`src/rtl/fm0_tx_encoder.sv`:
```
`default_nettype none
// ============================================================================
// Module      : fm0_tx_encoder
// Description : Tag-side FM0 backscatter encoder. Emits an optional pilot
//               tone, a fixed preamble, handshaked data bits and a
//               terminating dummy-1 on tx_o at one of eight link rates.
// Revision    : 1.0 - initial release
// ============================================================================
module fm0_tx_encoder #(
  parameter int PILOT_BITS = 12,
  parameter int LEN_W      = 8
) (
  input  logic             clk_i,
  input  logic             rst_n,
  input  logic [2:0]       set_rate_i,
  input  logic             trext_i,
  input  logic [LEN_W-1:0] len_i,
  input  logic             start_i,
  input  logic             data_i,
  input  logic             data_valid_i,
  output logic             data_ready_o,
  output logic             tx_o,
  output logic             busy_o,
  output logic             done_o,
  output logic             underrun_o
);

  localparam int PC_W = $clog2(PILOT_BITS + 1);

  localparam logic [2:0] c_ST_IDLE     = 3'd0;
  localparam logic [2:0] c_ST_PILOT    = 3'd1;
  localparam logic [2:0] c_ST_PREAMBLE = 3'd2;
  localparam logic [2:0] c_ST_DATA     = 3'd3;
  localparam logic [2:0] c_ST_DUMMY    = 3'd4;

  // Absolute half-bit levels, index 0 is transmitted first.
  localparam logic [0:11] c_PREAMBLE = 12'b1101_0010_0011;

  logic [2:0]       r_state;
  logic [7:0]       r_timer;
  logic [7:0]       r_reload;
  logic             r_trext;
  logic [LEN_W-1:0] r_len;
  logic             r_half;      // 0 = first half of the bit, 1 = second half
  logic [PC_W-1:0]  r_pilot_cnt;
  logic [3:0]       r_pre_idx;
  logic [LEN_W-1:0] r_bit_cnt;
  logic [LEN_W:0]   r_fetched;
  logic             r_buf;
  logic             r_buf_full;
  logic             r_bit;       // data bit currently on the line
  logic             r_tx;
  logic             r_busy;
  logic             r_done;
  logic             r_underrun;

  logic [7:0]       w_reload;
  logic             w_tick;
  logic             w_xfer;
  logic             w_bit_start;
  logic [3:0]       w_pre_next;
  logic             w_fetch_state;

  // Half-bit length minus one for the requested link rate.
  always_comb begin
    w_reload = 8'd194;
    case (set_rate_i)
      3'd0: w_reload = 8'd194;
      3'd1: w_reload = 8'd90;
      3'd2: w_reload = 8'd71;
      3'd3: w_reload = 8'd38;
      3'd4: w_reload = 8'd97;
      3'd5: w_reload = 8'd45;
      3'd6: w_reload = 8'd35;
      3'd7: w_reload = 8'd19;
      default: w_reload = 8'd194;
    endcase
  end

  assign w_tick        = (r_timer == 8'd0);
  assign w_pre_next    = r_pre_idx + 4'd1;
  assign w_fetch_state = (r_state == c_ST_PILOT) || (r_state == c_ST_PREAMBLE) ||
                         (r_state == c_ST_DATA);
  assign data_ready_o  = r_busy && !r_buf_full && (r_fetched < {1'b0, r_len}) &&
                         w_fetch_state;
  assign w_xfer        = data_valid_i && data_ready_o;

  // A new data bit begins either after the last preamble half or after a
  // completed data bit that is not the final one.
  assign w_bit_start = w_tick &&
    (((r_state == c_ST_PREAMBLE) && (r_pre_idx == 4'd11) && (r_len != '0)) ||
     ((r_state == c_ST_DATA) && r_half && (r_bit_cnt != r_len - LEN_W'(1))));

  // Frame sequencer: timer, state, line level, buffer and status pulses.
  always_ff @(posedge clk_i or negedge rst_n) begin
    if (!rst_n) begin
      r_state     <= c_ST_IDLE;
      r_timer     <= 8'd0;
      r_reload    <= 8'd0;
      r_trext     <= 1'b0;
      r_len       <= '0;
      r_half      <= 1'b0;
      r_pilot_cnt <= '0;
      r_pre_idx   <= 4'd0;
      r_bit_cnt   <= '0;
      r_fetched   <= '0;
      r_buf       <= 1'b0;
      r_buf_full  <= 1'b0;
      r_bit       <= 1'b0;
      r_tx        <= 1'b0;
      r_busy      <= 1'b0;
      r_done      <= 1'b0;
      r_underrun  <= 1'b0;
    end else begin
      r_done     <= 1'b0;
      r_underrun <= 1'b0;

      if (w_xfer) begin
        r_buf      <= data_i;
        r_buf_full <= 1'b1;
        r_fetched  <= r_fetched + 1'b1;
      end

      if (r_state == c_ST_IDLE) begin
        if (start_i) begin
          r_reload    <= w_reload;
          r_timer     <= w_reload;
          r_trext     <= trext_i;
          r_len       <= len_i;
          r_half      <= 1'b0;
          r_pilot_cnt <= '0;
          r_pre_idx   <= 4'd0;
          r_bit_cnt   <= '0;
          r_fetched   <= '0;
          r_buf_full  <= 1'b0;
          r_busy      <= 1'b1;
          r_tx        <= 1'b1;   // both pilot and preamble open at level 1
          r_state     <= trext_i ? c_ST_PILOT : c_ST_PREAMBLE;
        end
      end else begin
        r_timer <= w_tick ? r_reload : r_timer - 8'd1;
        if (w_tick) begin
          case (r_state)
            c_ST_PILOT: begin
              if (!r_half) begin
                r_half <= 1'b1;
                r_tx   <= ~r_tx;
              end else if (r_pilot_cnt == PC_W'(PILOT_BITS - 1)) begin
                r_state   <= c_ST_PREAMBLE;
                r_pre_idx <= 4'd0;
                r_tx      <= c_PREAMBLE[0];
              end else begin
                r_pilot_cnt <= r_pilot_cnt + 1'b1;
                r_half      <= 1'b0;
                r_tx        <= ~r_tx;
              end
            end
            c_ST_PREAMBLE: begin
              if (r_pre_idx != 4'd11) begin
                r_pre_idx <= w_pre_next;
                r_tx      <= c_PREAMBLE[w_pre_next];
              end else if (r_len == '0) begin
                r_state <= c_ST_DUMMY;
                r_half  <= 1'b0;
                r_tx    <= ~r_tx;
              end
            end
            c_ST_DATA: begin
              if (!r_half) begin
                r_half <= 1'b1;
                if (!r_bit) r_tx <= ~r_tx;
              end else if (r_bit_cnt == r_len - LEN_W'(1)) begin
                r_state <= c_ST_DUMMY;
                r_half  <= 1'b0;
                r_tx    <= ~r_tx;
              end else begin
                r_bit_cnt <= r_bit_cnt + 1'b1;
              end
            end
            c_ST_DUMMY: begin
              if (!r_half) begin
                r_half <= 1'b1;
              end else begin
                r_state <= c_ST_IDLE;
                r_tx    <= 1'b0;
                r_done  <= 1'b1;
                r_busy  <= 1'b0;
              end
            end
            default: r_state <= c_ST_IDLE;
          endcase
        end

        // Data bit boundary: consume the buffered bit or abort on underrun.
        if (w_bit_start) begin
          if (r_buf_full) begin
            r_state    <= c_ST_DATA;
            r_half     <= 1'b0;
            r_tx       <= ~r_tx;
            r_bit      <= r_buf;
            r_buf_full <= 1'b0;
          end else begin
            r_state    <= c_ST_IDLE;
            r_tx       <= 1'b0;
            r_busy     <= 1'b0;
            r_underrun <= 1'b1;
          end
        end
      end
    end
  end

  assign tx_o       = r_tx;
  assign busy_o     = r_busy;
  assign done_o     = r_done;
  assign underrun_o = r_underrun;

endmodule
`default_nettype wire
```
`config.mk`:
```
export PLATFORM = sky130hd
export DESIGN_NAME = fm0_tx_encoder
export DESIGN_NICKNAME = d
export VERILOG_FILES = /design/src/rtl/fm0_tx_encoder.sv
export SDC_FILE = /design/constraint.sdc
export NUM_CORES = 1
export LEC_CHECK = 0
export ABC_AREA = 1
export CAP_MARGIN = 0
export CORE_AREA = 5 5 89 91
export CTS_CLUSTER_DIAMETER = 30
export DETAILED_ROUTE_END_ITERATION = 12
export DIE_AREA = 0 0 94 96
export HOLD_SLACK_MARGIN = 0.03
export PLACE_DENSITY = 0.77
export SYNTH_ARGS = -nofsm -noshare
export SYNTH_HDL_FRONTEND = slang
export SYNTH_SLANG_ARGS = --single-unit
```
`constraint.sdc`:
```
create_clock -name clk_i -period 2.6 [get_ports clk_i]
set_clock_uncertainty 0.05 [all_clocks]
set_input_delay 0.39 -clock clk_i [delete_from_list [all_inputs] [get_ports clk_i]]
set_output_delay 0.39 -clock clk_i [all_outputs]
set_load 0.05 [all_outputs]
```
# Yosys cells after proc, flatten, opt, wreduce, memory -nomap -nowiden

Memories as Yosys holds them, arrays and structs flattened.
Index checks and enable logic that the tools add are counted.

Register bits after elaboration: 60
Latch bits: 0
Memory bits (writable): 0
ROM bits: 80
Bits of input ports: 17
Word-level logic and storage cells: 169
Memories kept: 2

Add/subtract/negate cells: 6
Multiply operators: 0
Div/mod/pow operators: 0
$lt $le $gt $ge: 2
Eq/ne operators: 25
Shift operators: 0
Mux-type cells: 84
Bitwise logic cells: 3
Reductions and logical operators: 31

Memories:

| name            | depth | width | rd ports | clocked after memory_dff | wr ports | line | source |
|---|---|---|---|---|---|---|---|
| (no name shown) | 8     | 8     | 1        | 0                        | 0        | 67   | `case (set_rate_i)` |
| (no name shown) | 16    | 1     | 1        | 0                        | 0        | 161  | `r_tx <= c_PREAMBLE[w_pre_next];` |

Operator list:

| cell                  | count |
|---|---|
| $mux W8               | 9 |
| $mux W1               | 44 |
| $mux W4               | 11 |
| $mux W3               | 11 |
| $mux W9               | 3 |
| $logic_not A8 Y1      | 2 |
| $sub A8 B1 Y8 const B | 2 |
| $ne A4 B2 Y1 const B  | 3 |
| $ne A4 B4 Y1 const B  | 3 |
| $pmux W3 S4           | 1 |
| $reduce_and A5 Y1     | 2 |
| $add A9 B1 Y9 const B | 1 |
| $logic_and A1 B1 Y1   | 9 |
| $lt A9 B8 Y1          | 1 |
| $reduce_and A9 Y1     | 1 |
| $add A4 B1 Y4 const B | 2 |
| $add A8 B1 Y8 const B | 1 |
| $eq A4 B4 Y1 const B  | 2 |
| $eq A8 B8 Y1          | 1 |
| $ne A4 B3 Y1 const B  | 2 |
| $ne A8 B8 Y1          | 1 |
| $pmux W1 S4           | 2 |
| $pmux W4 S2           | 1 |
| $reduce_bool A2 Y1    | 4 |
| other kinds (23)      | 32 |

# Depth between registers and ports, before layout

Gate-level depths: netlist (run 1).

Depth in word-level cells: 10
Mapped depth: 17

# Least setup slack after synthesis (run 1)

OpenSTA, ideal clock, no wires.

Path type: register -> register
Start: register r_len[4]
End: register r_fetched[2]
Library setup time: 0.071 ns
Arrival time: 2.314 ns
Required time: 2.479 ns
Path slack: 0.165 ns
Cell stages (with the launch flop): 12
Path buffers: 0
Clock period less this slack: 2.435 ns
Cell sequence: dfrtp_1 inv_1 ha_1 a21oi_1 o21ai_0 nand2_1 o2111ai_1 nor3_2 nand3_1 nand2_1 inv_1 nor2_1

Longest elaborated chain between the ends: 7

RTL lines:

| element                            | line | source |
|---|---|---|
| start, declared                    | 43   | `logic [LEN_W-1:0] r_len;` |
| start signal, assigned             | 129  | `r_len <= len_i;` |
| $lt A9 B8 Y1 *                     | 84   | `assign data_ready_o = r_busy && !r_buf_full && (r_fetched < {1'b0, r_len}) &&` |
| $logic_and A1 B1 Y1 * (2 in a row) | 84   |  |
| named net data_ready_o             | 21   | `output logic data_ready_o,` |
| $logic_and A1 B1 Y1 *              | 86   | `assign w_xfer = data_valid_i && data_ready_o;` |
| $mux W9 *                          | 118  | `if (w_xfer) begin` |
| $mux W9                            | 125  | `if (start_i) begin` |
| $mux W9 *                          | 124  | `if (r_state == c_ST_IDLE) begin` |
| end signal, assigned               | 121  | `r_fetched <= r_fetched + 1'b1;` |
| end, declared                      | 48   | `logic [LEN_W:0] r_fetched;` |

Mark *: on every way through the listed nets, which the timed path passes. The rest lies on a longest branch.
A chain may end at the register's enable or synchronous reset.

# Worst setup path after layout (run 1)

Start: register r_len[4]
End: output data_ready_o

Longest elaborated chain between the ends: 3

RTL lines:

| element                          | line |
|---|---|
| $lt A9 B8 Y1                     | 84 |
| $logic_and A1 B1 Y1 (2 in a row) | 84 |
| end, declared                    | 21 |

Every way passes these cells.

==> metrics.cfg, run 1 <==
[clock_network]
clockBufferDepth = 2
h-tree-depth = 3
cts_hold_buf = 0
clock_sinks = 60
cts_tree = yes
insertion_delay_ns = 0.34
clkSlewWorstSetupHoldPaths_ns = 0.07
cts-buffers-inserted = 9
clockRootBuffer = clkbuf_8

[critical_path]
rrSetupSlack_ns = 0.39
start_kind = flop
worst-setup-path-type = flop to primary output
worstSetupEndpointType = primary output
ff2ff_path_depth = 13
worstPathMaxFanout = 4
timing.rr.end = r_fetched[2]
regToRegStartpoint = r_len[4]
worstPathArrival_ns = 2.05
cp.required_ns = 2.16

[route]
wire_per_inst_um = 13.2
firstDrtPassIters = 5
drc = 0
detail-route-antenna-nets = 0
finalWirelength_mm = 8.75
viasPerCell = 5.14
drtIter0Drc = 238
vias = 3411

[floorplanning]
die_h_um = 96
dieWidth_um = 94
row_count = 31
start_util_pct = 54.3
core_region_area_um2 = 7060
io-pin-count = 22
dieArea_um2 = 9020

[synthesis]
yosys.cell_types.count = 39
syn_area_um2 = 3830
synthCells = 524
synth-seq-cells = 60
syn-num-nets = 556
avgSynthCellArea_um2 = 7.32
ys_top_cells_by_area = dfrtp_1, nand2_1, inv_1
synth_top_area_cell = dfrtp_1
synth_top_area_share_pct = 39.2
seq_area_frac_synth_pct = 39.2
ys.warnings.count = 0

[placement]
port_buffers = 21
gp_congestion = 0.944
dpl_worst_slack_ns = 0.388
hpwl_mm = 6.46

[sta]
period_needed_ns = 2.49
fin_ws_ns = 0.112
maxSlewHeadroom_pct = 53.8
tightest_slew_ns = 0.693
slew_violations = 0
fmaxAchievable_mhz = 402
setup_viol = 0
timing_hold_violations_final = 0
finalCritPeriodShare_pct = 95.7

[pwr]
p_leak_nw = 2.25
power_density_nw_per_um2 = 1010
vdd_drop_max_mv = 0.667

[grt]
grtUsageTotal_pct = 21.0
grt_overflow = 0
antenna_found_initial = 0
grt_max_degree = 34
grt_pass1_vias = 3271
grt_pass1_wl_mm = 14.9

[run]
cap_violations = 0

[final_layout]
final_util_pct = 63.0
final_common_cell = nand2_1
fillers = 646
area_growth_pct = 16.0
layout_common_cells = nand2_1, inv_1, nor2_1, dfrtp_1, nand3_1
diodes = 0
nets = 592
drive_gt1_share_pct = 12.2
regArea_um2 = 1510
multiInputGateArea_um2 = 2020

[run_status]
status = finished, final reports clean

[hold_path]
hold_path_class = input port to async pin

## synthesized netlist by cell type, drive strengths merged
cell type and n:
xnor2 4, and3 2, nor3b 1, o2111ai 2, xor2 12, dfrtp 60, nand4 10, or2 2
nand2 139, nor2 67, a21oi 23, buf 6, o211ai 3, nand3b 1, clkbuf 3, inv 78
o22ai 1, ha 15, o221ai 4, o31a 1, nand3 39, nor3 6, o21ai 42, o21bai 3
## worst max path at each step
stage / start / to / cells past startpoint
final: r_len[4] / data_ready_o / 8
after global routing: r_len[4] / data_ready_o / 8
after CTS: r_len[4] / data_ready_o / 8
after detailed placement: r_len[4] / r_fetched[6] / 10
after global placement: r_len[1] / r_state[1] / 17
after floorplan: r_len[4] / r_fetched[2] / 11
## sequential cells by signal (all words and copies together), names as in the netlist
name	cells
r_buf	1
r_timer	8
r_len	8
r_pre_idx	4
r_bit	1
r_bit_cnt	8
r_pilot_cnt	4
r_reload	8
underrun_o	1
r_half	1
r_buf_full	1
tx_o	1
r_fetched	9
busy_o	1
r_state	3
done_o	1
## cell type report
class                           instances  share of cell area (%)
Inverter                               78                    6.58
Clock buffer                           13                    3.57
Timing Repair Buffer                   34                    7.43
Clock inverter                          2                   0.225
Tap cell                               99                    2.79
Sequential cell                        60                    33.9
Multi-Input combinational cell        377                    45.5
## power by group
group,total [mW],switching [mW],internal [mW]
clock network,0.744,0.354,0.390
registers,1.48,0.251,1.23
logic,2.26,1.40,0.859
## worst max-delay path, cell delays in order, from the launching register on
cell	delay, ns
dfrtp_1	0.42
inv_2	0.12
ha_4	0.22
a21oi_2	0.13
o21ai_1	0.08
nand2_1	0.08
o2111ai_2	0.15
nor3_2	0.31
clkbuf_16	0.22
## metrics by stage
stage,hold slack (ns),setup TNS (ns),power (mW),instances,cell area [µm²]
6_report,0.0438,0,4.48,663,4450
5_1_grt,0.0771,-0.0166,4.91,663,4450
4_1_cts,0.0590,0,4.37,656,4350
3_5_place_dp,0.408,0,3.61,641,4180
3_3_place_gp,0.415,0,3.54,641,4180
2_1_floorplan,0.0444,0,3.05,524,3830
## metal layers
metal | part of all wire, % | global-route usage (%)
met5 | 0 | 0
met4 | 0.80 | 6.38
met3 | 3.9 | 6.10
met2 | 50 | 35.4
met1 | 45 | 26.3
## cells by family (layout without fill, tap and decap cells)
| group | after synthesis | in the layout | synth area share [%] |
|---|---|---|---|
| DFF | 60 | 60 | 39.2 |
| AOI/OAI and AO/OA | 79 | 79 | 11.7 |
| adders and majority gates | 15 | 15 | 4.90 |
| xor gates and xnor gates | 16 | 16 | 3.66 |
| and+or+nand+nor | 267 | 267 | 31.6 |
| buffers and inverters | 87 | 127 | 9.01 |
## what timing repair did
item                       CTS  global route
setup endpoints to repair    0             1
setup buffers                0             7
gates resized for setup      0            14
(Power assumes the default switching activity.)
==> inputs of run 2 (changes only) <==
CORE_AREA = 5 5 93 95   (was 5 5 89 91)
CTS_CLUSTER_DIAMETER = not set   (was 30)
DIE_AREA = 0 0 98 100   (was 0 0 94 96)
PLACE_DENSITY = 0.72   (was 0.77)
==> metrics.cfg, run 2 (synthesized netlist as in run 1, its figures left out) <==
[run_status]
status = finished, final reports clean

[clock_network]
h-tree-depth = 3
clkSlewWorstSetupHoldPaths_ns = 0.07
clockBufferDepth = 2
cts_tree = yes
clock_sinks = 60
clockRootBuffer = clkbuf_8
cts-buffers-inserted = 9
insertion_delay_ns = 0.34

[final_layout]
layout_common_cells = nand2_1, inv_1, nor2_1, dfrtp_1, nand3_1
final_common_cell = nand2_1
area_growth_pct = 16.0
drive_gt1_share_pct = 11.6
fillers = 685
final_util_pct = 58.1
nets = 590
diodes = 0
largest_reg_flops = 9
top_register = r_fetched

[grt]
grt_max_degree = 40
antenna_found_initial = 0
grt_pass1_vias = 3162
grt_pass1_wl_mm = 14.5
grt_overflow = 0
grtUsageTotal_pct = 18.2

[route]
vias = 3426
firstDrtPassIters = 7
viasPerCell = 5.16
drtIter0Drc = 147
drc = 0
detail-route-antenna-nets = 0
finalWirelength_mm = 8.75
wire_per_inst_um = 13.2

[critical_path]
rrSetupSlack_ns = 0.37
timing.rr.end = r_fetched[6]
worstPathMaxFanout = 6
worst-setup-path-type = flop to primary output
regToRegStartpoint = r_len[3]
start_kind = flop
cp.required_ns = 2.16
ff2ff_path_depth = 10
worstSetupEndpointType = primary output
worstPathArrival_ns = 2.06

[hold_path]
hp-start = r_reload[2]
whs_path_depth = 2
holdPathEnd = r_reload[2]
hold_path_class = flop to flop

[placement]
port_buffers = 21
hpwl_mm = 6.39
gp_congestion = 0.886
dpl_worst_slack_ns = 0.368

[floorplanning]
row_count = 32
core_region_area_um2 = 7650
start_util_pct = 50.1
dieArea_um2 = 9800
io-pin-count = 22
dieWidth_um = 98
die_h_um = 100

[sta]
setup_viol = 0
maxSlewHeadroom_pct = 64.5
tightest_slew_ns = 0.532
timing_hold_violations_final = 0
tns_ns = 0
fin_ws_ns = 0.0996
period_needed_ns = 2.50
slew_violations = 0
finalCritPeriodShare_pct = 96.2
fmaxAchievable_mhz = 400
fin_hold_ws_ns = 0.429

[run]
cap_violations = 0

[pwr]
vdd_drop_max_mv = 0.529
p_leak_nw = 2.24
power_density_nw_per_um2 = 1010

## run 2: stage by stage
step | total power [mW] | area [µm²] | cells
after global routing | 4.88 | 4450 | 664
final | 4.48 | 4450 | 664
after CTS | 4.39 | 4360 | 659
after floorplan | 3.05 | 3830 | 524
after detailed placement | 3.60 | 4170 | 643
after global placement | 3.55 | 4170 | 643
## run 2: report_power, final
part	leakage [nW]	internal [mW]	switching, mW
logic	1.38	0.835	1.40
clock network	0.0872	0.389	0.373
registers	0.777	1.22	0.255
total	2.24	2.45	2.03
## run 2: how the worst max path moves through the flow
stage | start | to | slack (ns) | cells after the start
final | r_len[3] | data_ready_o | 0.1 | 8
after global routing | r_len[2] | data_ready_o | -0.04 | 8
after CTS | r_len[3] | data_ready_o | 0.02 | 8
after detailed placement | r_len[3] | r_fetched[5] | 0.37 | 10
after global placement | r_len[4] | r_fetched[6] | 0.37 | 10
after floorplan | r_len[4] | r_fetched[2] | 0.16 | 11
## run 2: area by class of cell
| cell class | instances | area [µm²] | share of cell area, % |
|---|---|---|---|
| Clock buffer | 11 | 151 | 3.40 |
| Clock inverter | 4 | 25.0 | 0.563 |
| Inverter | 78 | 293 | 6.58 |
| Multi-Input combinational cell | 377 | 2030 | 45.7 |
| Sequential cell | 60 | 1500 | 33.8 |
| Tap cell | 102 | 128 | 2.87 |
| Timing Repair Buffer | 32 | 313 | 7.03 |
## run 2: timing repair
action	4_1_cts	5_1_grt
setup endpoints to repair	0	1
resized for setup	0	12
endpoints found under the hold margin	21	0
setup buffers	0	5
hold buffers	1	0
## run 2: worst max-delay path: stages (launching register included)
cell       delay, ns
dfrtp_2         0.45
inv_2           0.11
ha_1            0.23
nand2_1         0.08
nor2_1          0.05
o211ai_1        0.16
o2111ai_4       0.19
nor3_4          0.28
buf_12          0.17
## run 2: per-layer routing
layer	share of wire, %	routed length (µm)	track usage [%]
met5	0	0	0
met4	0.91	80	5.11
met3	5.0	441	5.00
met2	50	4330	31.5
met1	44	3890	22.5
==> inputs of run 3 (changes only) <==
SKIP_CTS_REPAIR_TIMING = 1   (was not set)
==> metrics.cfg, run 3 (synthesized netlist as in run 1, its figures left out) <==
[grt]
grt_pass1_wl_mm = 14.5
grtUsageTotal_pct = 18.2
grt_pass1_vias = 3159
antenna_found_initial = 0
grt_overflow = 0
grt_max_degree = 40

[final_layout]
design_area_um2 = 4450
area_growth_pct = 16.0
drive_gt1_share_pct = 11.6
layout_common_cells = nand2_1, inv_1, nor2_1, dfrtp_1, nand3_1
diodes = 0
top_register = r_fetched
final_common_cell = nand2_1
nets = 590
largest_reg_flops = 9

[sta]
tightest_slew_ns = 0.534
setup_viol = 0
fin_ws_ns = 0.101
maxSlewHeadroom_pct = 64.4
fmaxAchievable_mhz = 400
finalCritPeriodShare_pct = 96.1
timing_hold_violations_final = 0
period_needed_ns = 2.50
fin_hold_ws_ns = 0.430
slew_violations = 0

[run_status]
status = finished, final reports clean

[placement]
port_buffers = 21
hpwl_mm = 6.39
gp_congestion = 0.886
place_area_um2 = 4170
dpl_worst_slack_ns = 0.368

[pwr]
vdd_drop_max_mv = 0.528
p_leak_nw = 2.24
power_density_nw_per_um2 = 1010
finalPower_mw = 4.47

[critical_path]
regToRegStartpoint = r_len[3]
timing.rr.end = r_fetched[6]
start_kind = flop
worstPathMaxFanout = 6
ff2ff_path_depth = 10
worstSetupEndpoint = data_ready_o
rrSetupSlack_ns = 0.38
crit_start = r_len[3]
worstPathArrival_ns = 2.06
worstSetupEndpointType = primary output
worst-setup-path-type = flop to primary output
cp.required_ns = 2.16

[run]
cap_violations = 0

[clock_network]
insertion_delay_ns = 0.34
cts_tree = yes
clock_sinks = 60
clockBufferDepth = 2
h-tree-depth = 3
cts-buffers-inserted = 9
clkSlewWorstSetupHoldPaths_ns = 0.07
clockRootBuffer = clkbuf_8

[route]
firstDrtPassIters = 6
met2WireLength_mm = 4.36
wl_met3_um = 447
drt-met1-wl_mm = 3.88
vias = 3416
finalWirelength_mm = 8.76
drc = 0
viasPerCell = 5.14
wire_per_inst_um = 13.2
detail-route-antenna-nets = 0
drtIter0Drc = 131
top_layer = met4

[floorplanning]
die_h_um = 100
dieArea_um2 = 9800
start_util_pct = 50.1
row_count = 32
io-pin-count = 22
core_region_area_um2 = 7650
dieWidth_um = 98

[hold_path]
hold_path_class = flop to flop

-- run 3: cell counts in the layout (fill, tap and decap cells not counted) --
Identical to the previous run, type by type.
-- run 3: report_power, final --
group	internal (mW)	switching, mW
clock	0.389	0.374
sequential	1.22	0.254
combinational	0.835	1.40
total	2.45	2.03
-- run 3: critical path, stage by stage (launching register included) --
cell	delay [ns]
dfrtp_2	0.45
inv_2	0.11
ha_1	0.23
nand2_1	0.08
nor2_1	0.05
o211ai_1	0.16
o2111ai_4	0.19
nor3_4	0.28
buf_12	0.17
-- run 3: stage by stage --
| step | std cells | utilization (%) | setup TNS (ns) |
|---|---|---|---|
| after floorplan | 524 | - | 0 |
| after global placement | 643 | 54.6 | 0 |
| after detailed placement | 643 | 54.6 | 0 |
| after CTS | 658 | 56.9 | 0 |
| after global routing | 664 | 58.1 | -0.0447 |
| final | 664 | 58.1 | 0 |
-- run 3: worst min path at each step --
| stage | from | end | slack, ns | depth (start not counted) |
|---|---|---|---|---|
| after floorplan | rst_n | busy_o | 0.04 | 0 |
| after global placement | rst_n | r_len[3] | 0.36 | 1 |
| after detailed placement | rst_n | r_len[3] | 0.35 | 1 |
| after CTS | rst_n | r_len[3] | -0.02 | 1 |
| after global routing | r_reload[2] | r_reload[2] | 0.46 | 2 |
| final | r_reload[2] | r_reload[2] | 0.43 | 2 |
-- run 3: layout make-up --
| class | count | area [µm²] |
|---|---|---|
| flip-flops and latches | 60 | 1500 |
| fillers | 685 | 3200 |
| repair buffers | 32 | 313 |
| well taps | 102 | 128 |
| clock buffers | 11 | 151 |
| clock inverters | 4 | 25.0 |
| multi-input cells | 377 | 2030 |
| inverters | 78 | 293 |
-- run 3: routing by layer --
layer | vias up | track usage [%]
met1 | 1568 | 22.5
met4 | 0 | 5.11
li1 | 1754 | -
met5 | - | 0
met2 | 87 | 31.5
met3 | 7 | 4.93
